### config.mk
export PLATFORM = sky130hd
export DESIGN_NAME = star_spawner
export DESIGN_NICKNAME = d
export VERILOG_FILES = /design/src/rtl/star_spawner.sv
export SDC_FILE = /design/constraint.sdc
export NUM_CORES = 1
export LEC_CHECK = 0
export CORE_MARGIN = 2
export CORE_UTILIZATION = 35
export CTS_CLUSTER_DIAMETER = 100
export CTS_CLUSTER_SIZE = 40
export DETAILED_ROUTE_END_ITERATION = 10
export PLACE_DENSITY_LB_ADDON = 0.25
export SKIP_CTS_REPAIR_TIMING = 1
export SLEW_MARGIN = 20
export SYNTH_ARGS = -nofsm -noshare
export SYNTH_HDL_FRONTEND = slang
export SYNTH_SLANG_ARGS = --single-unit
### constraint.sdc
create_clock -name Clk -period 2.05 [get_ports Clk]
set_clock_uncertainty 0.2 [all_clocks]
set_input_delay 0.41 -clock Clk [delete_from_list [all_inputs] [get_ports Clk]]
set_output_delay 0.41 -clock Clk [all_outputs]
set_load 0.1 [all_outputs]
### src/rtl/star_spawner.sv
// star_spawner: periodic star spawn command generator. A free-running Galois LFSR
// picks a spawn point, a frame-tick cooldown paces commands, and valid/ack hands them to the pool.
module star_spawner #(
    parameter int          X_MAX        = 599,
    parameter int          Y_MAX        = 441,
    parameter int          N_SLOTS      = 4,
    parameter int          SPAWN_PERIOD = 60,
    parameter int          MODE         = 1,
    parameter int          BASE_VX      = 3,
    parameter int          BASE_VY      = 2,
    parameter logic [15:0] SEED         = 16'hACE1
) (
    input  logic                                               Clk,
    input  logic                                               Reset_n,
    input  logic                                               en,
    input  logic                                               frame_tick,
    input  logic [1:0]                                         level,
    input  logic [N_SLOTS-1:0]                                 slot_free,
    input  logic                                               spawn_ack,
    output logic                                               spawn_valid,
    output logic [((N_SLOTS > 1) ? $clog2(N_SLOTS) : 1)-1:0]   spawn_slot,
    output logic [2:0]                                         spawn_point,
    output logic signed [10:0]                                 X_Pos,
    output logic signed [10:0]                                 Y_Pos,
    output logic signed [10:0]                                 X_Motion,
    output logic signed [10:0]                                 Y_Motion
);

    localparam int SLOT_W = (N_SLOTS > 1) ? $clog2(N_SLOTS) : 1;
    localparam int CNT_W  = (SPAWN_PERIOD > 1) ? $clog2(SPAWN_PERIOD + 1) : 1;

    localparam logic [15:0]      SEED_EFF   = (SEED == 16'h0000) ? 16'h0001 : SEED;
    localparam logic [15:0]      LFSR_MASK  = 16'hB400;
    localparam logic [CNT_W-1:0] CNT_RELOAD = CNT_W'(SPAWN_PERIOD);
    localparam logic [CNT_W-1:0] CNT_ONE    = CNT_W'(1);
    localparam logic [CNT_W-1:0] CNT_ZERO   = CNT_W'(0);
    localparam logic [2:0]       PT_MAX     = (MODE != 0) ? 3'd7 : 3'd3;
    localparam logic [10:0]      X_FULL     = 11'(X_MAX);
    localparam logic [10:0]      Y_FULL     = 11'(Y_MAX);
    localparam logic [10:0]      X_HALF     = 11'(X_MAX / 2);
    localparam logic [10:0]      Y_HALF     = 11'(Y_MAX / 2);

    typedef enum logic [1:0] {
        ST_COOLDOWN = 2'd0,
        ST_PICK     = 2'd1,
        ST_OFFER    = 2'd2
    } state_t;

    state_t              state_q, state_d;
    logic [15:0]         lfsr_q, lfsr_d;
    logic [CNT_W-1:0]    count_q, count_d;
    logic                has_last_q, has_last_d;
    logic [2:0]          last_q, last_d;
    logic                valid_q, valid_d;
    logic [SLOT_W-1:0]   slot_q, slot_d;
    logic [2:0]          point_q, point_d;
    logic [10:0]         x_pos_q, x_pos_d;
    logic [10:0]         y_pos_q, y_pos_d;
    logic [10:0]         x_mot_q, x_mot_d;
    logic [10:0]         y_mot_q, y_mot_d;

    logic [2:0]          raw_s;
    logic [2:0]          point_s;
    logic [SLOT_W-1:0]   slot_s;
    logic [10:0]         vx_s, vy_s;
    logic [10:0]         ent_x_s, ent_y_s, ent_mx_s, ent_my_s;

    // Candidate pick: point (with no-repeat bump), table entry and lowest free slot
    always_comb begin
        raw_s   = (MODE != 0) ? lfsr_q[2:0] : {1'b0, lfsr_q[1:0]};
        point_s = raw_s;
        if (has_last_q && (raw_s == last_q)) begin
            point_s = (raw_s == PT_MAX) ? 3'd0 : raw_s + 3'd1;
        end else begin
            point_s = raw_s;
        end

        vx_s = 11'(BASE_VX) + {9'd0, level};
        vy_s = 11'(BASE_VY) + {9'd0, level};

        case (point_s)
            3'd0:    begin ent_x_s = 11'd0;  ent_y_s = 11'd0;  ent_mx_s = vx_s;          ent_my_s = vy_s;          end
            3'd1:    begin ent_x_s = X_FULL; ent_y_s = 11'd0;  ent_mx_s = 11'd0 - vx_s;  ent_my_s = vy_s;          end
            3'd2:    begin ent_x_s = 11'd0;  ent_y_s = Y_FULL; ent_mx_s = vx_s;          ent_my_s = 11'd0 - vy_s;  end
            3'd3:    begin ent_x_s = X_FULL; ent_y_s = Y_FULL; ent_mx_s = 11'd0 - vx_s;  ent_my_s = 11'd0 - vy_s;  end
            3'd4:    begin ent_x_s = X_HALF; ent_y_s = 11'd0;  ent_mx_s = 11'd0;         ent_my_s = vy_s;          end
            3'd5:    begin ent_x_s = X_HALF; ent_y_s = Y_FULL; ent_mx_s = 11'd0;         ent_my_s = 11'd0 - vy_s;  end
            3'd6:    begin ent_x_s = 11'd0;  ent_y_s = Y_HALF; ent_mx_s = vx_s;          ent_my_s = 11'd0;         end
            3'd7:    begin ent_x_s = X_FULL; ent_y_s = Y_HALF; ent_mx_s = 11'd0 - vx_s;  ent_my_s = 11'd0;         end
            default: begin ent_x_s = 11'd0;  ent_y_s = 11'd0;  ent_mx_s = 11'd0;         ent_my_s = 11'd0;         end
        endcase

        // Descending scan so the lowest set bit wins
        slot_s = '0;
        for (int i = N_SLOTS - 1; i >= 0; i--) begin
            if (slot_free[i]) begin
                slot_s = SLOT_W'(i);
            end else begin
                slot_s = slot_s;
            end
        end
    end

    // Next-state logic: LFSR step, cooldown countdown, pick and handshake
    always_comb begin
        state_d    = state_q;
        lfsr_d     = lfsr_q;
        count_d    = count_q;
        has_last_d = has_last_q;
        last_d     = last_q;
        valid_d    = valid_q;
        slot_d     = slot_q;
        point_d    = point_q;
        x_pos_d    = x_pos_q;
        y_pos_d    = y_pos_q;
        x_mot_d    = x_mot_q;
        y_mot_d    = y_mot_q;

        if (en) begin
            lfsr_d = {1'b0, lfsr_q[15:1]} ^ (lfsr_q[0] ? LFSR_MASK : 16'h0000);
            case (state_q)
                ST_COOLDOWN: begin
                    if (frame_tick) begin
                        if (count_q == CNT_ONE) begin
                            count_d = CNT_ZERO;
                            state_d = ST_PICK;
                        end else begin
                            count_d = count_q - CNT_ONE;
                        end
                    end else begin
                        count_d = count_q;
                    end
                end
                ST_PICK: begin
                    if (slot_free != '0) begin
                        valid_d    = 1'b1;
                        slot_d     = slot_s;
                        point_d    = point_s;
                        x_pos_d    = ent_x_s;
                        y_pos_d    = ent_y_s;
                        x_mot_d    = ent_mx_s;
                        y_mot_d    = ent_my_s;
                        last_d     = point_s;
                        has_last_d = 1'b1;
                        state_d    = ST_OFFER;
                    end else begin
                        valid_d = 1'b0;
                    end
                end
                ST_OFFER: begin
                    if (spawn_ack) begin
                        valid_d = 1'b0;
                        count_d = CNT_RELOAD;
                        state_d = ST_COOLDOWN;
                    end else begin
                        valid_d = 1'b1;
                    end
                end
                default: begin
                    valid_d = 1'b0;
                    count_d = CNT_RELOAD;
                    state_d = ST_COOLDOWN;
                end
            endcase
        end else begin
            lfsr_d = lfsr_q;
        end
    end

    // State and output registers
    always_ff @(posedge Clk or negedge Reset_n) begin
        if (!Reset_n) begin
            state_q    <= ST_COOLDOWN;
            lfsr_q     <= SEED_EFF;
            count_q    <= CNT_RELOAD;
            has_last_q <= 1'b0;
            last_q     <= 3'd0;
            valid_q    <= 1'b0;
            slot_q     <= '0;
            point_q    <= 3'd0;
            x_pos_q    <= 11'd0;
            y_pos_q    <= 11'd0;
            x_mot_q    <= 11'd0;
            y_mot_q    <= 11'd0;
        end else begin
            state_q    <= state_d;
            lfsr_q     <= lfsr_d;
            count_q    <= count_d;
            has_last_q <= has_last_d;
            last_q     <= last_d;
            valid_q    <= valid_d;
            slot_q     <= slot_d;
            point_q    <= point_d;
            x_pos_q    <= x_pos_d;
            y_pos_q    <= y_pos_d;
            x_mot_q    <= x_mot_d;
            y_mot_q    <= y_mot_d;
        end
    end

    assign spawn_valid = valid_q;
    assign spawn_slot  = slot_q;
    assign spawn_point = point_q;
    assign X_Pos       = x_pos_q;
    assign Y_Pos       = y_pos_q;
    assign X_Motion    = x_mot_q;
    assign Y_Motion    = y_mot_q;

endmodule
==> metrics.json <==
{
  "synth": {
    "yosys_register_bits": 44,
    "compound_cell_area_share_of_the_yosys_netlist_pct": 13.3,
    "mappedNetlistArea_sq_um": 2520,
    "synth_cell_type_count": 42,
    "xor_xnor_cell_area_share_of_the_yosys_netlist_pct": 2.83,
    "yosys.area_share.simple_pct": 11.9,
    "synth_fa_ha_area_share_pct": 4.97,
    "syn-mean-instance-area_sq_um": 10.2,
    "yosys-mux-area-fraction_pct": 9.73,
    "syn_inst": 246,
    "dominant_combinational_cell_family_by_area_after_synthesis": "compound AO/OA/AOI/OAI gates",
    "ys.warnings.count": 0,
    "synth-edff-count": 0,
    "async_reset_ff_share_pct": 100,
    "seq_area_frac_synth_pct": 44.3,
    "dominantRegCellSynth": "sky130_fd_sc_hd__dfrtp_1"
  },
  "route": {
    "route.detailed.drc": 0,
    "route.detailed.vias_per_inst": 4.79,
    "first_pass_iters": 4,
    "finalWirelength_microns": 5170,
    "drt_iter0_markers": 72,
    "route.vias.total": 1935,
    "route.detailed.wl_per_inst_microns": 12.8,
    "antenna_left": 0
  },
  "placement": {
    "hpwlAfterDp_microns": 3980,
    "globalplace.congestion": 0.800,
    "placement.setup.worst_slack_ps": -131,
    "numPortBuffers": 55,
    "post-place-cells": 393
  },
  "setup_path": {
    "arr_time_crit_path_ps": 2010,
    "worstPathCellList": "ha_4, ha_4, nor3b_4, a21oi_1, mux2i_1, a311oi_2, a221o_1",
    "worst-endpoint-required_ps": 2010,
    "cpMaxStageDelayCell": "sky130_fd_sc_hd__dfstp_2",
    "path_common_cell": "sky130_fd_sc_hd__ha_4",
    "worst_setup_path_start_kind": "flip-flop",
    "critical_path.top_delay_family": "flip-flops",
    "timing.critical_path.fanout_max": 4,
    "critical_path_class": "flip-flop to flip-flop",
    "number_of_buffers_and_inverters_on_the_critical_path": 0,
    "timing.critical_path.slowest_cell_delay_ps": 600,
    "endpoint_kind": "flip-flop"
  },
  "sta": {
    "number_of_slew_limit_violations_in_the_final_report": 0,
    "report.final.hold_viol_count": 0,
    "setup_ws_ps": 6.55,
    "clock_period_minus_final_worst_setup_slack_ps": 2040,
    "share_of_the_cycle_needed_by_the_critical_path_after_routing_pct": 99.7,
    "slew_headroom_pct": 63.9,
    "finalSetupViolations": 0,
    "finalSetupTns_ps": 0,
    "worst-slew-pin-transition_ps": 541,
    "grt_setup_unrepaired": "yes",
    "achievable-frequency_mhz": 489,
    "hold_ws_ps": 292
  },
  "finish": {
    "layout_common_cells": "47 x sky130_fd_sc_hd__buf_12, 32 x sky130_fd_sc_hd__buf_4, 28 x sky130_fd_sc_hd__dfrtp_1",
    "layoutNonFillerInstCount": 404,
    "antenna_cells_inserted": 0,
    "layout.filler_cells": 575,
    "most_frequent_standard_cell_in_the_layout_excluding_fill_and_tap_cells": "sky130_fd_sc_hd__buf_12",
    "drive_above_1_share_pct": 43.2,
    "area_growth_syn_to_layout_pct": 54.0,
    "layout.nets": 328,
    "multi_input_area_sq_um": 1170,
    "seq_area_sq_um": 1130
  },
  "cts": {
    "clkLatencyLatePin_ps": 290,
    "clock_tree.buffer_depth": 2,
    "cts_root_cell": "sky130_fd_sc_hd__clkbuf_8",
    "cts.reportedPaths.clkPinSlew_ps": 80,
    "cts_buffers": 5,
    "tritoncts_num_sinks": 44,
    "tritoncts": "done",
    "cts_max_level": 2
  },
  "die": {
    "floorplan.rows": 30,
    "die_x_extent_microns": 88.9,
    "coreArea_sq_um": 6870,
    "floorplan.die_area_sq_um": 7890,
    "ioPinCount": 61,
    "initial_utilization_pct": 36.7,
    "die_height_microns": 88.9
  },
  "global_routing": {
    "grt_max_degree": 45,
    "track_usage_pct": 14.1,
    "wire_length_of_the_first_global_routing_pass_microns": 8660,
    "initial_antenna_violation_count": 0,
    "first_global_vias": 1827,
    "globalRoute.totalOverflow": 0
  },
  "outcome": {
    "outcome": "completed"
  },
  "flow_run": {
    "cap_viol_max_count": 0
  },
  "hold_path": {
    "min_path_type": "flip-flop to flip-flop"
  }
}
==> cell type report <==
cell class	instances	share of cell area, %
Timing Repair Buffer	91	33.4
Clock inverter	1	0.774
Clock buffer	7	2.48
Sequential cell	44	29.1
Tap cell	96	3.10
Inverter	10	0.967
Multi-Input combinational cell	155	30.2
==> kinds of logic after synthesis <==
group                      after synthesis
buffers and inverters                   51
AOI/OAI and AO/OA                       51
DFF                                     44
xor gates and xnor gates                 6
other                                    1
and+or+nand+nor                         61
adders and majority gates               10
muxes                                   22
==> stage by stage <==
stage          cell area (sq um)  util (%)
2_1_floorplan               2570         -
3_3_place_gp                3670      53.4
3_5_place_dp                3670      53.4
4_1_cts                     3800      55.3
5_1_grt                     3880      56.5
6_report                    3880      56.5
==> synth_stat cells (2+ instances only) <==
master | instances | area [sq um]
sky130_fd_sc_hd__o21ai_0 | 6 | 30.0
sky130_fd_sc_hd__inv_1 | 9 | 33.8
sky130_fd_sc_hd__nand2b_1 | 9 | 56.3
sky130_fd_sc_hd__o21ai_1 | 6 | 30.0
sky130_fd_sc_hd__a21oi_1 | 16 | 80.1
sky130_fd_sc_hd__dfrtp_1 | 32 | 801
sky130_fd_sc_hd__mux2i_1 | 7 | 70.1
sky130_fd_sc_hd__dfstp_2 | 12 | 315
sky130_fd_sc_hd__clkbuf_1 | 7 | 26.3
sky130_fd_sc_hd__nand2_1 | 20 | 75.1
sky130_fd_sc_hd__a221o_1 | 2 | 20.0
sky130_fd_sc_hd__nor4_1 | 3 | 18.8
sky130_fd_sc_hd__nand3_1 | 5 | 25.0
sky130_fd_sc_hd__buf_6 | 2 | 22.5
sky130_fd_sc_hd__a311oi_1 | 3 | 26.3
sky130_fd_sc_hd__xnor2_1 | 5 | 43.8
sky130_fd_sc_hd__a22o_1 | 4 | 35.0
sky130_fd_sc_hd__mux2_2 | 13 | 146
sky130_fd_sc_hd__o31ai_1 | 5 | 37.5
sky130_fd_sc_hd__nor2_1 | 17 | 63.8
sky130_fd_sc_hd__a32o_1 | 2 | 20.0
sky130_fd_sc_hd__a31oi_1 | 2 | 12.5
sky130_fd_sc_hd__buf_4 | 31 | 233
sky130_fd_sc_hd__ha_1 | 10 | 125
==> worst register-to-register path, cell delays in order (launching register included) <==
cell and delay [ps]:
sky130_fd_sc_hd__dfstp_2 600, sky130_fd_sc_hd__ha_4 150, sky130_fd_sc_hd__ha_4 120, sky130_fd_sc_hd__nor3b_4 240
sky130_fd_sc_hd__a21oi_1 90, sky130_fd_sc_hd__mux2i_1 180, sky130_fd_sc_hd__a311oi_2 60, sky130_fd_sc_hd__a221o_1 280
==> state kept, by name, summed over array words and instances, names as in the netlist <==
| signal | flops |
|---|---|
| X_Motion | 4 |
| X_Pos | 3 |
| Y_Motion | 4 |
| Y_Pos | 2 |
| count_q | 6 |
| has_last_q | 1 |
| lfsr_q | 16 |
| spawn_point | 3 |
| spawn_slot | 2 |
| spawn_valid | 1 |
| state_q | 2 |
==> routing by layer <==
| layer | global-route usage, % | routed length [microns] |
|---|---|---|
| met1 | 19.2 | 2430 |
| met2 | 22.5 | 2430 |
| met3 | 3.54 | 273 |
| met4 | 3.31 | 38 |
| met5 | 0 | 0 |
==> worst paths after layout <==
path                            depth (start not counted)       endpoint        from  slack [ps]
worst max-delay path                                    7    Y_Motion[2]   lfsr_q[0]           7
max in group asynchronous                               3      lfsr_q[5]     Reset_n         960
worst min register to register                          2     lfsr_q[10]  lfsr_q[10]         290
worst max register to register                          7    Y_Motion[2]   lfsr_q[0]           7
min in group asynchronous                               3  spawn_slot[1]     Reset_n         420
worst min-delay path                                    2     lfsr_q[10]  lfsr_q[10]         290
Power is left out: the tool's default activity adds up to more than one toggle a clock period on the data nets, which glitch-free logic cannot reach.
